$ cat src/rtl/fetch_queue_if.sv
// Fetch queue bus: instruction-memory port, decode handshake and redirect.
//   master : the fetch queue (drives imem_req/imem_addr, instr/instr_pc/instr_valid, count)
//   slave  : environment (drives imem_rdata, instr_ready, redirect_valid/redirect_pc)
interface fetch_queue_if #(
  parameter int unsigned DEPTH = 4
);
  localparam int unsigned CNT_W = $clog2(DEPTH) + 1;

  logic             imem_req;
  logic [7:0]       imem_addr;
  logic [7:0]       imem_rdata;
  logic [7:0]       instr;
  logic [7:0]       instr_pc;
  logic             instr_valid;
  logic             instr_ready;
  logic             redirect_valid;
  logic [7:0]       redirect_pc;
  logic [CNT_W-1:0] count;

  modport master (
    output imem_req, imem_addr, instr, instr_pc, instr_valid, count,
    input  imem_rdata, instr_ready, redirect_valid, redirect_pc
  );

  modport slave (
    input  imem_req, imem_addr, instr, instr_pc, instr_valid, count,
    output imem_rdata, instr_ready, redirect_valid, redirect_pc
  );
endinterface

$ cat src/rtl/fetch_queue.sv
// Instruction-fetch stage: holds the PC, issues reads to a 1-cycle-latency
// instruction memory and buffers returned words in a DEPTH-entry FIFO for decode.
// Ports:
//   clk    clock, rising edge
//   rst    synchronous active-high reset
//   fq     fetch_queue_if.master (imem request/data, decode handshake, redirect, count)
// Optional feature: define FETCH_JMP_PREDECODE_EN to redirect fetch locally on
// returned JMP words ([7:6]==2'b10, target {2'b00, word[5:0]}).
module fetch_queue #(
  parameter int unsigned DEPTH    = 4,
  parameter logic [7:0]  RESET_PC = 8'h00
) (
  input logic            clk,
  input logic            rst,
  fetch_queue_if.master  fq
);
  localparam int unsigned PTR_W = $clog2(DEPTH);
  localparam int unsigned CNT_W = PTR_W + 1;

  logic [7:0]       pc_q, pc_d;
  logic             inflight_q, inflight_d;
  logic [7:0]       inflight_pc_q, inflight_pc_d;
  logic [CNT_W-1:0] count_q, count_d;
  logic [PTR_W-1:0] rd_ptr_q, rd_ptr_d;
  logic [PTR_W-1:0] wr_ptr_q, wr_ptr_d;
  logic [7:0]       instr_mem_q [DEPTH];
  logic [7:0]       pc_mem_q    [DEPTH];

  logic valid_c, req_c, push_c, pop_c, jmp_hit_c;

`ifdef FETCH_JMP_PREDECODE_EN
  // A returning JMP word stops sequential fetch before any wrong-path request.
  assign jmp_hit_c = inflight_q && (fq.imem_rdata[7:6] == 2'b10);
`else
  assign jmp_hit_c = 1'b0;
`endif

  assign valid_c = (count_q != '0);

  // Credit check counts the in-flight word so a push never hits a full queue.
  assign req_c  = !rst && !fq.redirect_valid && !jmp_hit_c &&
                  ((count_q + CNT_W'(inflight_q)) < CNT_W'(DEPTH));
  assign push_c = inflight_q && !fq.redirect_valid;
  assign pop_c  = valid_c && fq.instr_ready && !fq.redirect_valid;

  // Next-state logic; redirect flushes the queue and kills the in-flight word.
  always_comb begin
    pc_d          = pc_q;
    inflight_d    = req_c;
    inflight_pc_d = inflight_pc_q;
    count_d       = count_q;
    rd_ptr_d      = rd_ptr_q;
    wr_ptr_d      = wr_ptr_q;
    if (fq.redirect_valid) begin
      pc_d     = fq.redirect_pc;
      count_d  = '0;
      rd_ptr_d = '0;
      wr_ptr_d = '0;
    end else begin
      if (jmp_hit_c) begin
        pc_d = {2'b00, fq.imem_rdata[5:0]};
      end else if (req_c) begin
        pc_d = pc_q + 8'd1;
      end
      if (req_c) begin
        inflight_pc_d = pc_q;
      end
      if (push_c) begin
        wr_ptr_d = wr_ptr_q + PTR_W'(1);
      end
      if (pop_c) begin
        rd_ptr_d = rd_ptr_q + PTR_W'(1);
      end
      count_d = count_q + CNT_W'(push_c) - CNT_W'(pop_c);
    end
  end

  // Control state register.
  always_ff @(posedge clk) begin
    if (rst) begin
      pc_q          <= RESET_PC;
      inflight_q    <= 1'b0;
      inflight_pc_q <= 8'h00;
      count_q       <= '0;
      rd_ptr_q      <= '0;
      wr_ptr_q      <= '0;
    end else begin
      pc_q          <= pc_d;
      inflight_q    <= inflight_d;
      inflight_pc_q <= inflight_pc_d;
      count_q       <= count_d;
      rd_ptr_q      <= rd_ptr_d;
      wr_ptr_q      <= wr_ptr_d;
    end
  end

  // FIFO storage; contents are only meaningful below count, so no reset needed.
  always_ff @(posedge clk) begin
    if (push_c) begin
      instr_mem_q[wr_ptr_q] <= fq.imem_rdata;
      pc_mem_q[wr_ptr_q]    <= inflight_pc_q;
    end
  end

  assign fq.imem_req    = req_c;
  assign fq.imem_addr   = pc_q;
  assign fq.instr_valid = valid_c;
  assign fq.instr       = valid_c ? instr_mem_q[rd_ptr_q] : 8'h00;
  assign fq.instr_pc    = valid_c ? pc_mem_q[rd_ptr_q] : 8'h00;
  assign fq.count       = count_q;
endmodule

$ cat src/flat_wrapper.sv
// flat-port wrapper written by rule: the top's interface ports become plain ports
module fetch_queue_flat 
#(
  parameter int unsigned DEPTH    = 4,
  parameter logic [7:0]  RESET_PC = 8'h00
)
  (clk, rst, fq_imem_req, fq_imem_addr, fq_instr, fq_instr_pc, fq_instr_valid, fq_count, fq_imem_rdata, fq_instr_ready, fq_redirect_valid, fq_redirect_pc);
  fetch_queue_if #(.DEPTH(DEPTH)) fq_i ();
  input logic clk;
  input logic rst;
  output wire logic [$bits(fq_i.imem_req)-1:0] fq_imem_req;
  output wire logic [$bits(fq_i.imem_addr)-1:0] fq_imem_addr;
  output wire logic [$bits(fq_i.instr)-1:0] fq_instr;
  output wire logic [$bits(fq_i.instr_pc)-1:0] fq_instr_pc;
  output wire logic [$bits(fq_i.instr_valid)-1:0] fq_instr_valid;
  output wire logic [$bits(fq_i.count)-1:0] fq_count;
  input wire logic [$bits(fq_i.imem_rdata)-1:0] fq_imem_rdata;
  input wire logic [$bits(fq_i.instr_ready)-1:0] fq_instr_ready;
  input wire logic [$bits(fq_i.redirect_valid)-1:0] fq_redirect_valid;
  input wire logic [$bits(fq_i.redirect_pc)-1:0] fq_redirect_pc;
  assign fq_imem_req = fq_i.imem_req;
  assign fq_imem_addr = fq_i.imem_addr;
  assign fq_instr = fq_i.instr;
  assign fq_instr_pc = fq_i.instr_pc;
  assign fq_instr_valid = fq_i.instr_valid;
  assign fq_count = fq_i.count;
  assign fq_i.imem_rdata = fq_imem_rdata;
  assign fq_i.instr_ready = fq_instr_ready;
  assign fq_i.redirect_valid = fq_redirect_valid;
  assign fq_i.redirect_pc = fq_redirect_pc;
  fetch_queue #(.DEPTH(DEPTH), .RESET_PC(RESET_PC)) u_core (.clk(clk), .rst(rst), .fq(fq_i));
endmodule
$ cat config.mk
export PLATFORM = sky130hd
export DESIGN_NAME = fetch_queue_flat
export DESIGN_NICKNAME = d
export VERILOG_FILES = /design/src/rtl/fetch_queue_if.sv /design/src/rtl/fetch_queue.sv /design/src/flat_wrapper.sv
export SDC_FILE = /design/constraint.sdc
export NUM_CORES = 1
export LEC_CHECK = 0
export CAP_MARGIN = 5
export CORE_UTILIZATION = 30
export DETAILED_ROUTE_END_ITERATION = 7
export PLACE_DENSITY_LB_ADDON = 0.25
export SETUP_SLACK_MARGIN = 0.15
export SLEW_MARGIN = 5
export SYNTH_ARGS = -nofsm -noshare
export SYNTH_HDL_FRONTEND = slang
export SYNTH_SLANG_ARGS = --single-unit
$ cat constraint.sdc
create_clock -name clk -period 4 [get_ports clk]
set_clock_uncertainty 0.15 [all_clocks]
set_input_delay 0.8 -clock clk [delete_from_list [all_inputs] [get_ports clk]]
set_output_delay 0.8 -clock clk [all_outputs]
set_load 0.02 [all_outputs]
## Yosys cells after proc, flatten, opt, wreduce, memory -nomap -nowiden

Memories as Yosys holds them, arrays and structs flattened. A register that Yosys moved wholly into a read port is not among the register bits.
Index checks and enable logic that the tools add are counted.

| storage, ports and cells | value |
|---|---|
| memories kept | 2 |
| output and inout bits | 29 |
| RAM bits | 64 |
| register bits after elaboration | 24 |
| bits of input ports | 20 |
| logic and storage cells | 37 |

Memory list:

| memory | depth | width | rd ports | clocked after Yosys merged registers in | write ports | line | RTL |
|---|---|---|---|---|---|---|---|
| u_core.instr_mem_q | 4 | 8 | 1 | 1 | 1 | fetch_queue.sv:26 | `logic [7:0] instr_mem_q [DEPTH];` |
| u_core.pc_mem_q | 4 | 8 | 1 | 1 | 1 | fetch_queue.sv:27 | `logic [7:0] pc_mem_q [DEPTH];` |

| cells by class | value |
|---|---|
| $lt $le $gt $ge | 1 |
| reduce and logical (&&, ||, !) cells | 11 |
| add/subtract/negate cells | 6 |
| bitwise operators | 1 |
| mux-type cells | 10 |

Operators by type and width:

| operator | count |
|---|---|
| $mux W8 | 4 |
| $add A8 B1 Y8 const B | 1 |
| $mux W2 | 4 |
| $add A3 B1 Y3 | 2 |
| $logic_and A1 B1 Y1 | 5 |
| $add A2 B1 Y2 const B | 2 |
| $lt A3 B3 Y1 const B | 1 |
| $reduce_bool A3 Y1 | 1 |
| $sub A3 B1 Y3 | 1 |
| $logic_not A1 Y1 | 2 |
| $mux W1 | 2 |
| $reduce_and A2 Y1 | 1 |
| $reduce_bool A2 Y1 | 1 |
| $reduce_or A2 Y1 | 1 |
| $not A1 Y1 | 1 |

## Longest topological paths before layout

Gate-level depths: netlist (run 1).

| logic depth | value |
|---|---|
| word-level depth | 5 |
| depth in mapped cells | 11 |
| depth with buffers taken out | 10 |

## Worst setup path before layout (run 1)

Ideal clock, no wire load.

| path | value |
|---|---|
| path kind | input to output |
| start | input rst |
| end | output fq_imem_req |
| buffers on the path | 2 |
| slack | 1406 ps |
| data required time | 3050 ps |
| arrival | 1644 ps |
| stages | 5 |
| cells stage by stage | clkbuf_1 > nor2_1 > o21ai_0 > buf_2 > inv_1 |

| between the ends | value |
|---|---|
| longest elaborated chain between the ends | 3 |

RTL lines:

| item | line | RTL |
|---|---|---|
| start, declared | flat_wrapper.sv:10 | `input logic rst;` |
| $logic_not A1 Y1 | fetch_queue.sv:41 | `assign req_c = !rst && !fq.redirect_valid && !jmp_hit_c &&` |
| $logic_and A1 B1 Y1 (2 in series) | fetch_queue.sv:41 |  |
| end, declared | flat_wrapper.sv:11 | `output wire logic [$bits(fq_i.imem_req)-1:0] fq_imem_req;` |

No other way between the ends.

## Worst setup path in the final report (run 1)

| path | value |
|---|---|
| start | input fq_redirect_valid |
| end | output fq_imem_req |

| between the ends | value |
|---|---|
| longest elaborated chain between the ends | 3 |

RTL lines:

| item | line | RTL |
|---|---|---|
| start, declared | flat_wrapper.sv:19 | `input wire logic [$bits(fq_i.redirect_valid)-1:0] fq_redirect_valid;` |
| $logic_not A1 Y1 | fetch_queue.sv:41 |  |
| $logic_and A1 B1 Y1 (2 in series) | fetch_queue.sv:41 |  |

No other way between the ends.

==> results of run 1 <==
[state kept, by name, summed over array words and instances (netlist names), named ones only]
signal                flops
u_core.fq.imem_addr       8
u_core.inflight_pc_q      8
u_core.inflight_q         1
u_core.fq.count           3
u_core.instr_mem_q       32
u_core.rd_ptr_q           2
u_core.wr_ptr_q           2
u_core.pc_mem_q          32
[cell families after synthesis]
kind of cell / count (synthesis) / share of synthesized area (%)
compound gates: 18 / 3.86
flops: 90 / 67.4
mux: 25 / 12.4
buf+inv: 21 / 2.28
fa+ha+maj: 8 / 2.97
xor+xnor: 9 / 2.17
simple gates: 60 / 8.94
[through the flow]
stage	hold WS [ps]	setup WS, ps	area (um^2)	cells
final	362	646	4580	435
after global routing	381	522	4580	435
after CTS	363	612	4580	435
after detailed placement	352	615	4300	419
after global placement	337	660	4300	419
after floorplan	310	1410	3630	231
[per-layer routing]
layer / share of wire (%) / global-route usage (%) / vias up
met5: 0 / 0 / -
met4: 1.5 / 5.07 / 0
met3: 5.1 / 3.59 / 8
met1: 45 / 14.0 / 987
met2: 48 / 19.5 / 59
li1: - / - / 974
[placed cells by master (no fill, tap or decap), types with 4 or more instances in the layout]
master	count
inv_1	10
and2_1	22
edfxtp_1	64
dfxtp_1	26
ha_1	7
clkbuf_16	9
xnor2_1	4
xor2_1	5
nor2_1	20
clkbuf_1	5
nand2_1	5
buf_4	8
clkdlybuf4s50_1	48
mux4_2	16
a211oi_1	4
mux2i_1	9
[worst reg2reg max path, stage by stage, from the launching register on]
cell	delay [ps]
dfxtp_1	370
or3_1	670
nand2_1	260
nor2_1	70
ha_1	280
inv_1	40
ha_1	200
fa_1	370
xnor2_1	170
xnor2_1	140
nor2_1	50
[worst max-delay path by stage]
stage                 startpoint          end  slack [ps]  depth (start not counted)
2_1_floorplan                rst  fq_imem_req        1410                          5
3_3_place_gp   fq_redirect_valid  fq_imem_req         660                          5
3_5_place_dp   fq_redirect_valid  fq_imem_req         610                          5
4_1_cts        fq_redirect_valid  fq_imem_req         610                          5
5_1_grt        fq_redirect_valid  fq_imem_req         520                          5
6_report       fq_redirect_valid  fq_imem_req         650                          5
[final cells by class]
cell class	instances	area (um^2)	area share, %
Timing Repair Buffer	56	541	11.8
Multi-Input combinational cell	120	1100	24.0
Inverter	10	37.5	0.819
Sequential cell	90	2440	53.3
Clock buffer	14	244	5.32
Clock inverter	2	37.5	0.819
Tap cell	143	179	3.90
[where the power goes]
group          internal, mW  switching, mW
logic                0.0644         0.0587
clock network         0.485          0.313
registers              1.01         0.0178
total                  1.56          0.390
[cells in the mapped netlist (all sizes together), types with 3 or more instances]
master / count / area share [%]
mux2i: 9 / 2.5
dfxtp: 26 / 14
and4: 3 / 0.79
xor2: 5 / 1.2
ha: 7 / 2.4
and2: 22 / 3.8
nand2: 5 / 0.52
clkbuf: 8 / 0.83
xnor2: 4 / 0.97
buf: 3 / 0.41
nor2: 21 / 2.2
edfxtp: 64 / 53
a211oi: 4 / 0.83
mux4: 16 / 9.9
inv: 10 / 1.0
==> impl_metrics.env, run 1 <==
export IMPL_status="complete, but fails checks"
export IMPL_violations="DRC"
export IMPL_max_freq_mhz=298
export IMPL_drc_errors=6
export IMPL_reg2reg_depth=10
export IMPL_setup_tns_ps=0
export IMPL_total_power_mw=1.95
export IMPL_dr_pass1_iters=6
export IMPL_slowest_stage="clkdlybuf4s50_1"
export IMPL_hold_buffers=0
export IMPL_vdd_ir_drop_max_mv=0.156
export IMPL_fill_cells=1120
export IMPL_num_vias=2028
export IMPL_crit_type="in2out"
export IMPL_synth_edff_count=64
export IMPL_clkSlewWorstSetupHoldPaths_ps=60
export IMPL_fp_dieW_um=112
export IMPL_worst_slew_pin_slew_ps=619
export IMPL_drt_wirelength_per_cell_um=15.3
export IMPL_core_um2=11600
export IMPL_leakagePower_nw=1.58
export IMPL_crit_path_cell_trace="clkdlybuf4s50_1, nor2_1, o21ai_1, inv_1, clkdlybuf4s50_1"
export IMPL_critical_path_max_fanout=8
export IMPL_crit_path_start_kind="input pin"
export IMPL_finalSetupViolCount=0
export IMPL_die_height_um=112
export IMPL_synth_flop_cell="edfxtp_1"
export IMPL_rows=39
export IMPL_rsz0062_at_grt="no"
export IMPL_r2r_start="u_core.fq.count[1]"
export IMPL_min_to="u_core.pc_mem_q[1][1]"
export IMPL_fin_util_pct=39.5
export IMPL_yosysSeqAreaShare_pct=67.4
export IMPL_cts_made_buffers=9
export IMPL_rrSetupSlack_ps=1130
export IMPL_grt_pass1_vias=2153
export IMPL_portBuffers=48
export IMPL_syn_nets=259
export IMPL_min_period_ps=3350
export IMPL_grt_max_degree=20
export IMPL_htree_levels=3
export IMPL_path_buf_inv=3
export IMPL_yosysWarnings=0
export IMPL_antenna_cells=0
export IMPL_nNetsFinal=315
export IMPL_cp_required_ps=3050
export IMPL_gr_total_overflow=0
export IMPL_cap_violations=0
export IMPL_synth_cell_types=35
export IMPL_layout_drive_gt1_share_pct=13.7
export IMPL_slowest_delay_ps=600
export IMPL_clk_latency_ps=330
export IMPL_cp_arrival_ps=2400
export IMPL_syn2layout_area_growth_pct=26.4
export IMPL_synth_seq_cells=90
export IMPL_ant_nets=0
export IMPL_crit_reg2reg_capture="u_core.fq.count[2]"
export IMPL_synth_cell_area_um2=3630
export IMPL_syn_avg_cell_area_um2=15.7
export IMPL_grt_pass1_wl_um=10900
export IMPL_worstHoldStart="u_core.inflight_pc_q[1]"
export IMPL_cts_setup_buffers=0
export IMPL_timing_slew_headroom_pct=58.8
export IMPL_cpMostUsedCell="clkdlybuf4s50_1"
export IMPL_place_hpwl_um=4300
export IMPL_vias_per_cell=4.66
export IMPL_async_reset_ff_share_pct=0
export IMPL_die_area_um2=12500
export IMPL_hold_viol=0
export IMPL_grt_use_total_pct=11.7
export IMPL_syn_inst=231
export IMPL_root_buffer="clkbuf_16"
export IMPL_place_congestion=0.840
export IMPL_start_util_pct=31.2
export IMPL_hold_path_cell_count=0
export IMPL_fin_crit_sh_pct=83.9
export IMPL_cts_repair_resized=0
export IMPL_numClockSinks=90
export IMPL_cp_end_kind="output pin"
export IMPL_powerDensity_nw_per_um2=426
export IMPL_drtIter0Drc=128
export IMPL_io_pins=49
export IMPL_maxSlewViolCount=0
export IMPL_hp_class="reg2reg"
export IMPL_wl_um=6640
export IMPL_cp_top_family="buffers and inverters"
export IMPL_antenna_found_initial=0
export IMPL_clockBufferDepth=2
export IMPL_tritoncts="yes"
Power figures use the tool's default switching activity.
==> run 2: changes to the inputs <==
- clock period: 4 -> 2.8 ns (I/O delays scaled with it)
==> run 2 against run 1 <==
The run still ends with DRC left. Final area is 1.7% higher. Cell count is 0.92% higher. First-iteration DRC count is 7.8% lower. Hold slack better by 5.6 ps. Register-to-register slack worse by 810 ps. Die area stayed put. Global-route usage is 0.29 points lower. Clock power is 57% higher. Flip-flop and latch count stayed put.
==> impl_metrics.env, run 2 (same netlist as run 1, synthesis figures left out) <==
export IMPL_nNetsFinal=319
export IMPL_drt_wirelength_per_cell_um=15.4
export IMPL_rsz0062_at_grt="no"
export IMPL_cts_made_buffers=9
export IMPL_stdcell_count=439
export IMPL_numClockSinks=90
export IMPL_rrSetupSlack_ps=320
export IMPL_min_period_ps=2570
export IMPL_r2r_start="u_core.fq.count[1]"
export IMPL_portBuffers=48
export IMPL_setup_tns_ps=0
export IMPL_worst_slew_pin_slew_ps=347
export IMPL_timing_slew_headroom_pct=76.2
export IMPL_crit_reg2reg_capture="u_core.fq.count[2]"
export IMPL_max_freq_mhz=389
export IMPL_num_vias=2032
export IMPL_final_cell_area_um2=4660
export IMPL_slowest_delay_ps=480
export IMPL_powerDensity_nw_per_um2=622
export IMPL_reg2reg_depth=10
export IMPL_fp_dieW_um=112
export IMPL_htree_levels=3
export IMPL_fill_cells=1070
export IMPL_cp_required_ps=2090
export IMPL_dpl_cell_area_um2=4340
export IMPL_io_pins=49
export IMPL_drc_errors=6
export IMPL_core_um2=11600
export IMPL_cp_end_kind="output pin"
export IMPL_violations="DRC"
export IMPL_tritoncts="yes"
export IMPL_hp_class="reg2reg"
export IMPL_layout_commonest_cell="edfxtp_1"
export IMPL_cts_setup_buffers=0
export IMPL_status="complete, but fails checks"
export IMPL_reg_top3="u_core.instr_mem_q (32), u_core.pc_mem_q (32)"
export IMPL_grt_use_total_pct=11.4
export IMPL_die_height_um=112
export IMPL_layout_drive_gt1_share_pct=17.2
export IMPL_place_hpwl_um=4340
export IMPL_multi_input_area_um2=1100
export IMPL_dp_cells=422
export IMPL_final_cell_mix="64 x edfxtp_1, 30 x clkdlybuf4s50_1, 24 x dfxtp_1"
export IMPL_crit_path_start_kind="flop"
export IMPL_die_area_um2=12500
export IMPL_dr_pass1_iters=6
export IMPL_grt_pass1_wl_um=10700
export IMPL_vias_per_cell=4.63
export IMPL_holdWs_ps=368
export IMPL_clk_latency_ps=330
export IMPL_ant_nets=0
export IMPL_clockBufferDepth=2
export IMPL_start_util_pct=31.2
export IMPL_wl_um=6770
export IMPL_crit_type="reg2out"
export IMPL_seq_area_um2=2450
export IMPL_leakagePower_nw=1.72
export IMPL_critical_path_max_fanout=8
export IMPL_syn2layout_area_growth_pct=28.5
export IMPL_finalSetupViolCount=0
export IMPL_fin_crit_sh_pct=91.8
export IMPL_hold_path_cell_count=0
export IMPL_hold_viol=0
export IMPL_grt_max_degree=19
export IMPL_min_to="u_core.pc_mem_q[1][4]"
export IMPL_place_congestion=0.822
export IMPL_gr_total_overflow=0
export IMPL_rows=39
export IMPL_clkSlewWorstSetupHoldPaths_ps=60
export IMPL_hold_buffers=0
export IMPL_worstHoldStart="u_core.inflight_pc_q[4]"
export IMPL_antenna_found_initial=0
export IMPL_root_buffer="clkbuf_16"
export IMPL_vdd_ir_drop_max_mv=0.345
export IMPL_maxSlewViolCount=0
export IMPL_drtIter0Drc=118
export IMPL_slowest_stage="mux4_2"
export IMPL_grt_pass1_vias=2075
export IMPL_cap_violations=0
export IMPL_antenna_cells=0
export IMPL_cp_arrival_ps=1860
export IMPL_crit_path_cell_trace="clkbuf_16, mux4_2, and2_1, dlygate4sd2_1"
==> run 2: changes by cell type in the layout (fill, tap and decap cells not counted), moves of 2 or more <==
cell	before	now
clkdlybuf4s50_1	48	30
dlygate4sd2_1	0	18
clkbuf_1	5	0
clkinv_2	0	3
buf_4	8	10
dfxtp_1	26	24
==> run 2: worst max-delay path by stage <==
stage	cells past startpoint	slack (ps)	end
3_5_place_dp	5	70	fq_imem_req
4_1_cts	4	150	fq_instr_pc[4]
6_report	4	230	fq_instr_pc[2]
2_1_floorplan	11	240	u_core.fq.count[2]
5_1_grt	4	160	fq_instr_pc[2]
3_3_place_gp	5	70	fq_imem_req
==> run 2: area by class of cell <==
cell class	count	area share, %
tap	143	3.84
timing repair buffer	60	12.4
sequential	90	52.5
clock inverter	7	1.99
inverter	10	0.805
multi-input combinational	120	23.6
clock buffer	9	4.83
==> run 2: power breakdown <==
| part | internal [mW] | switching (mW) |
|---|---|---|
| registers | 1.45 | 0.0266 |
| logic | 0.0894 | 0.0853 |
| clock network | 0.780 | 0.470 |
| total | 2.32 | 0.582 |
==> run 2: metrics by stage <==
stage / utilization (%) / setup slack, ps / power, mW
after CTS: 39.9 / 149 / 2.92
after detailed placement: 37.3 / 67.0 / 1.68
after global placement: 37.3 / 69.2 / 1.68
after floorplan: - / 245 / 1.59
final: 40.1 / 228 / 2.90
after global routing: 40.1 / 164 / 2.99
==> run 2: worst max-delay path, delay by kind of cell (launching register included) <==
family	cells	cell delay (ps)
mux	1	480
simple gates	1	180
flops	1	380
buf+inv	2	490
==> run 2: metal layers <==
layer | vias to the layer above | track usage [%] | share of wire (%)
met3 | 10 | 2.99 | 5.0
met4 | 0 | 4.27 | 1.4
met5 | - | 0 | 0
met2 | 58 | 18.4 | 46
li1 | 987 | - | -
met1 | 977 | 14.8 | 48
==> run 2: timing repair <==
item / in CTS / in global routing
cloned: 0 / 1
gates resized for setup: 18 / 3
setup endpoints to repair: 18 / 13
==> run 3: changes to the inputs <==
- ABC_CLOCK_PERIOD_IN_PS: default -> 2800
- CORE_MARGIN: default -> 2
- HOLD_SLACK_MARGIN: default -> 0.12
==> run 3 against run 2 <==
The run now ends clean. Setup slack improved by 10 ps. Hold slack got worse by 11 ps. Sequential share of layout area is 0.31 points higher. Via count unchanged. Core utilization fell by 1.2 points. Fmax up 0.39%. Combinational power hardly changed. Die area up 3.6%. Sequential power hardly changed. Register-to-register slack about the same. Flip-flop and latch count unchanged. Routed wire length down 0.22%.
==> impl_metrics.env, run 3 (same netlist as run 1, synthesis figures left out) <==
export IMPL_slowest_stage="mux4_2"
export IMPL_portBuffers=48
export IMPL_drc_errors=0
export IMPL_worst_slew_pin_slew_ps=361
export IMPL_htree_levels=3
export IMPL_finalSetupViolCount=0
export IMPL_clkSlewWorstSetupHoldPaths_ps=60
export IMPL_slowest_delay_ps=500
export IMPL_dp_slack_ps=54.7
export IMPL_wl_um=6760
export IMPL_core_um2=11900
export IMPL_hold_viol=0
export IMPL_reg_top3="u_core.instr_mem_q (32), u_core.pc_mem_q (32)"
export IMPL_antenna_found_initial=0
export IMPL_antenna_cells=0
export IMPL_fill_cells=1122
export IMPL_drt_wirelength_per_cell_um=15.3
export IMPL_seqPwrFrac_pct=53.3
export IMPL_layout_commonest_cell="edfxtp_1"
export IMPL_grt_use_total_pct=11.2
export IMPL_cap_violations=0
export IMPL_final_cell_mix="64 x edfxtp_1, 30 x clkdlybuf4s50_1, 23 x dfxtp_1"
export IMPL_syn2layout_area_growth_pct=27.8
export IMPL_clkPwrFrac_pct=40.4
export IMPL_num_vias=2032
export IMPL_place_congestion=0.789
export IMPL_combPwrFrac_pct=6.3
export IMPL_nNetsFinal=319
export IMPL_clockBufferDepth=2
export IMPL_crit_type="reg2out"
export IMPL_setup_ws_ps=238
export IMPL_critical_path_max_fanout=8
export IMPL_clk_latency_ps=330
export IMPL_crit_path_start_kind="flop"
export IMPL_drtIter0Drc=136
export IMPL_die_area_um2=13000
export IMPL_setup_tns_ps=0
export IMPL_status="complete, no violations"
export IMPL_hp_class="reg2reg"
export IMPL_vias_per_cell=4.61
export IMPL_cts_made_buffers=9
export IMPL_max_freq_mhz=390
export IMPL_powerDensity_nw_per_um2=596
export IMPL_dr_pass1_iters=4
export IMPL_fin_crit_sh_pct=91.5
export IMPL_place_hpwl_um=4340
export IMPL_cp_arrival_ps=1850
export IMPL_cp_end_kind="output pin"
export IMPL_crit_path_cell_trace="clkbuf_16, mux4_2, and2_1, dlygate4sd2_1"
export IMPL_cts_setup_buffers=0
export IMPL_vdd_ir_drop_max_mv=0.267
export IMPL_tritoncts="yes"
export IMPL_layout_drive_gt1_share_pct=16.7
export IMPL_seq_area_um2=2450
export IMPL_grt_pass1_wl_um=10900
export IMPL_start_util_pct=30.4
export IMPL_io_pins=49
export IMPL_fp_dieW_um=114
export IMPL_power_switching_uw=552
export IMPL_root_buffer="clkbuf_16"
export IMPL_gr_total_overflow=0
export IMPL_grt_pass1_vias=2079
export IMPL_multi_input_area_um2=1110
export IMPL_p_int_mw=2.21
export IMPL_ant_nets=0
export IMPL_die_height_um=114
export IMPL_cp_required_ps=2090
export IMPL_maxSlewViolCount=0
export IMPL_min_period_ps=2560
export IMPL_hold_buffers=0
export IMPL_swShare_pct=19.9
export IMPL_rows=40
export IMPL_leakagePower_nw=1.72
export IMPL_rsz0062_at_grt="no"
export IMPL_grt_max_degree=19
export IMPL_timing_slew_headroom_pct=75.9
export IMPL_numClockSinks=90
==> run 3: path summary, 6_finish.rpt <==
path | from | endpoint | slack, ps | cells after the start
worst min-delay path | u_core.inflight_pc_q[4] | u_core.pc_mem_q[0][4] | 360 | 0
worst min register to register | u_core.inflight_pc_q[4] | u_core.pc_mem_q[0][4] | 360 | 0
worst max-delay path | flop | fq_instr[7] | 240 | 4
worst max register to register | u_core.fq.count[1] | u_core.fq.count[2] | 330 | 10
==> run 3: cell type report <==
cell class	instances	area share [%]
clock inverter	4	0.972
inverter	10	0.810
timing repair buffer	60	12.6
tap	147	3.97
multi-input combinational	120	23.9
sequential	90	52.8
clock buffer	10	4.94
==> run 3: routing by layer <==
| layer | share of wire, % | global-route usage [%] | wire length (um) |
|---|---|---|---|
| met1 | 48 | 14.5 | 3230 |
| met2 | 46 | 18.0 | 3100 |
| met3 | 5.0 | 3.13 | 336 |
| met4 | 1.4 | 4.39 | 95 |
| met5 | 0 | 0 | 0 |
==> run 3: critical path: cells and delay by family, from the launching register on <==
| family | cells | cell delay [ps] |
|---|---|---|
| buffers and inverters | 2 | 480 |
| and+or+nand+nor | 1 | 160 |
| DFF | 1 | 370 |
| muxes | 1 | 500 |
==> run 3: power groups by stage <==
stage	logic, mW	registers (mW)	clock network, mW
floorplan	0.0801	1.51	0
global placement	0.181	1.50	0
detailed placement	0.181	1.50	0
CTS	0.177	1.47	1.15
global route	0.191	1.48	1.19
finish	0.174	1.47	1.12
==> run 3: stage by stage <==
step | total power, mW | cells | util [%] | hold slack (ps) | area, um^2
4_1_cts | 2.80 | 440 | 38.7 | 369 | 4600
5_1_grt | 2.86 | 441 | 38.9 | 379 | 4640
6_report | 2.76 | 441 | 38.9 | 357 | 4640
3_5_place_dp | 1.68 | 426 | 36.4 | 349 | 4340
2_1_floorplan | 1.59 | 231 | - | 310 | 3630
3_3_place_gp | 1.68 | 426 | 36.4 | 334 | 4340
==> run 3: repair_timing <==
item,CTS,global route
endpoints found under the setup margin,18,12
resized for setup,20,3
gates cloned,0,1
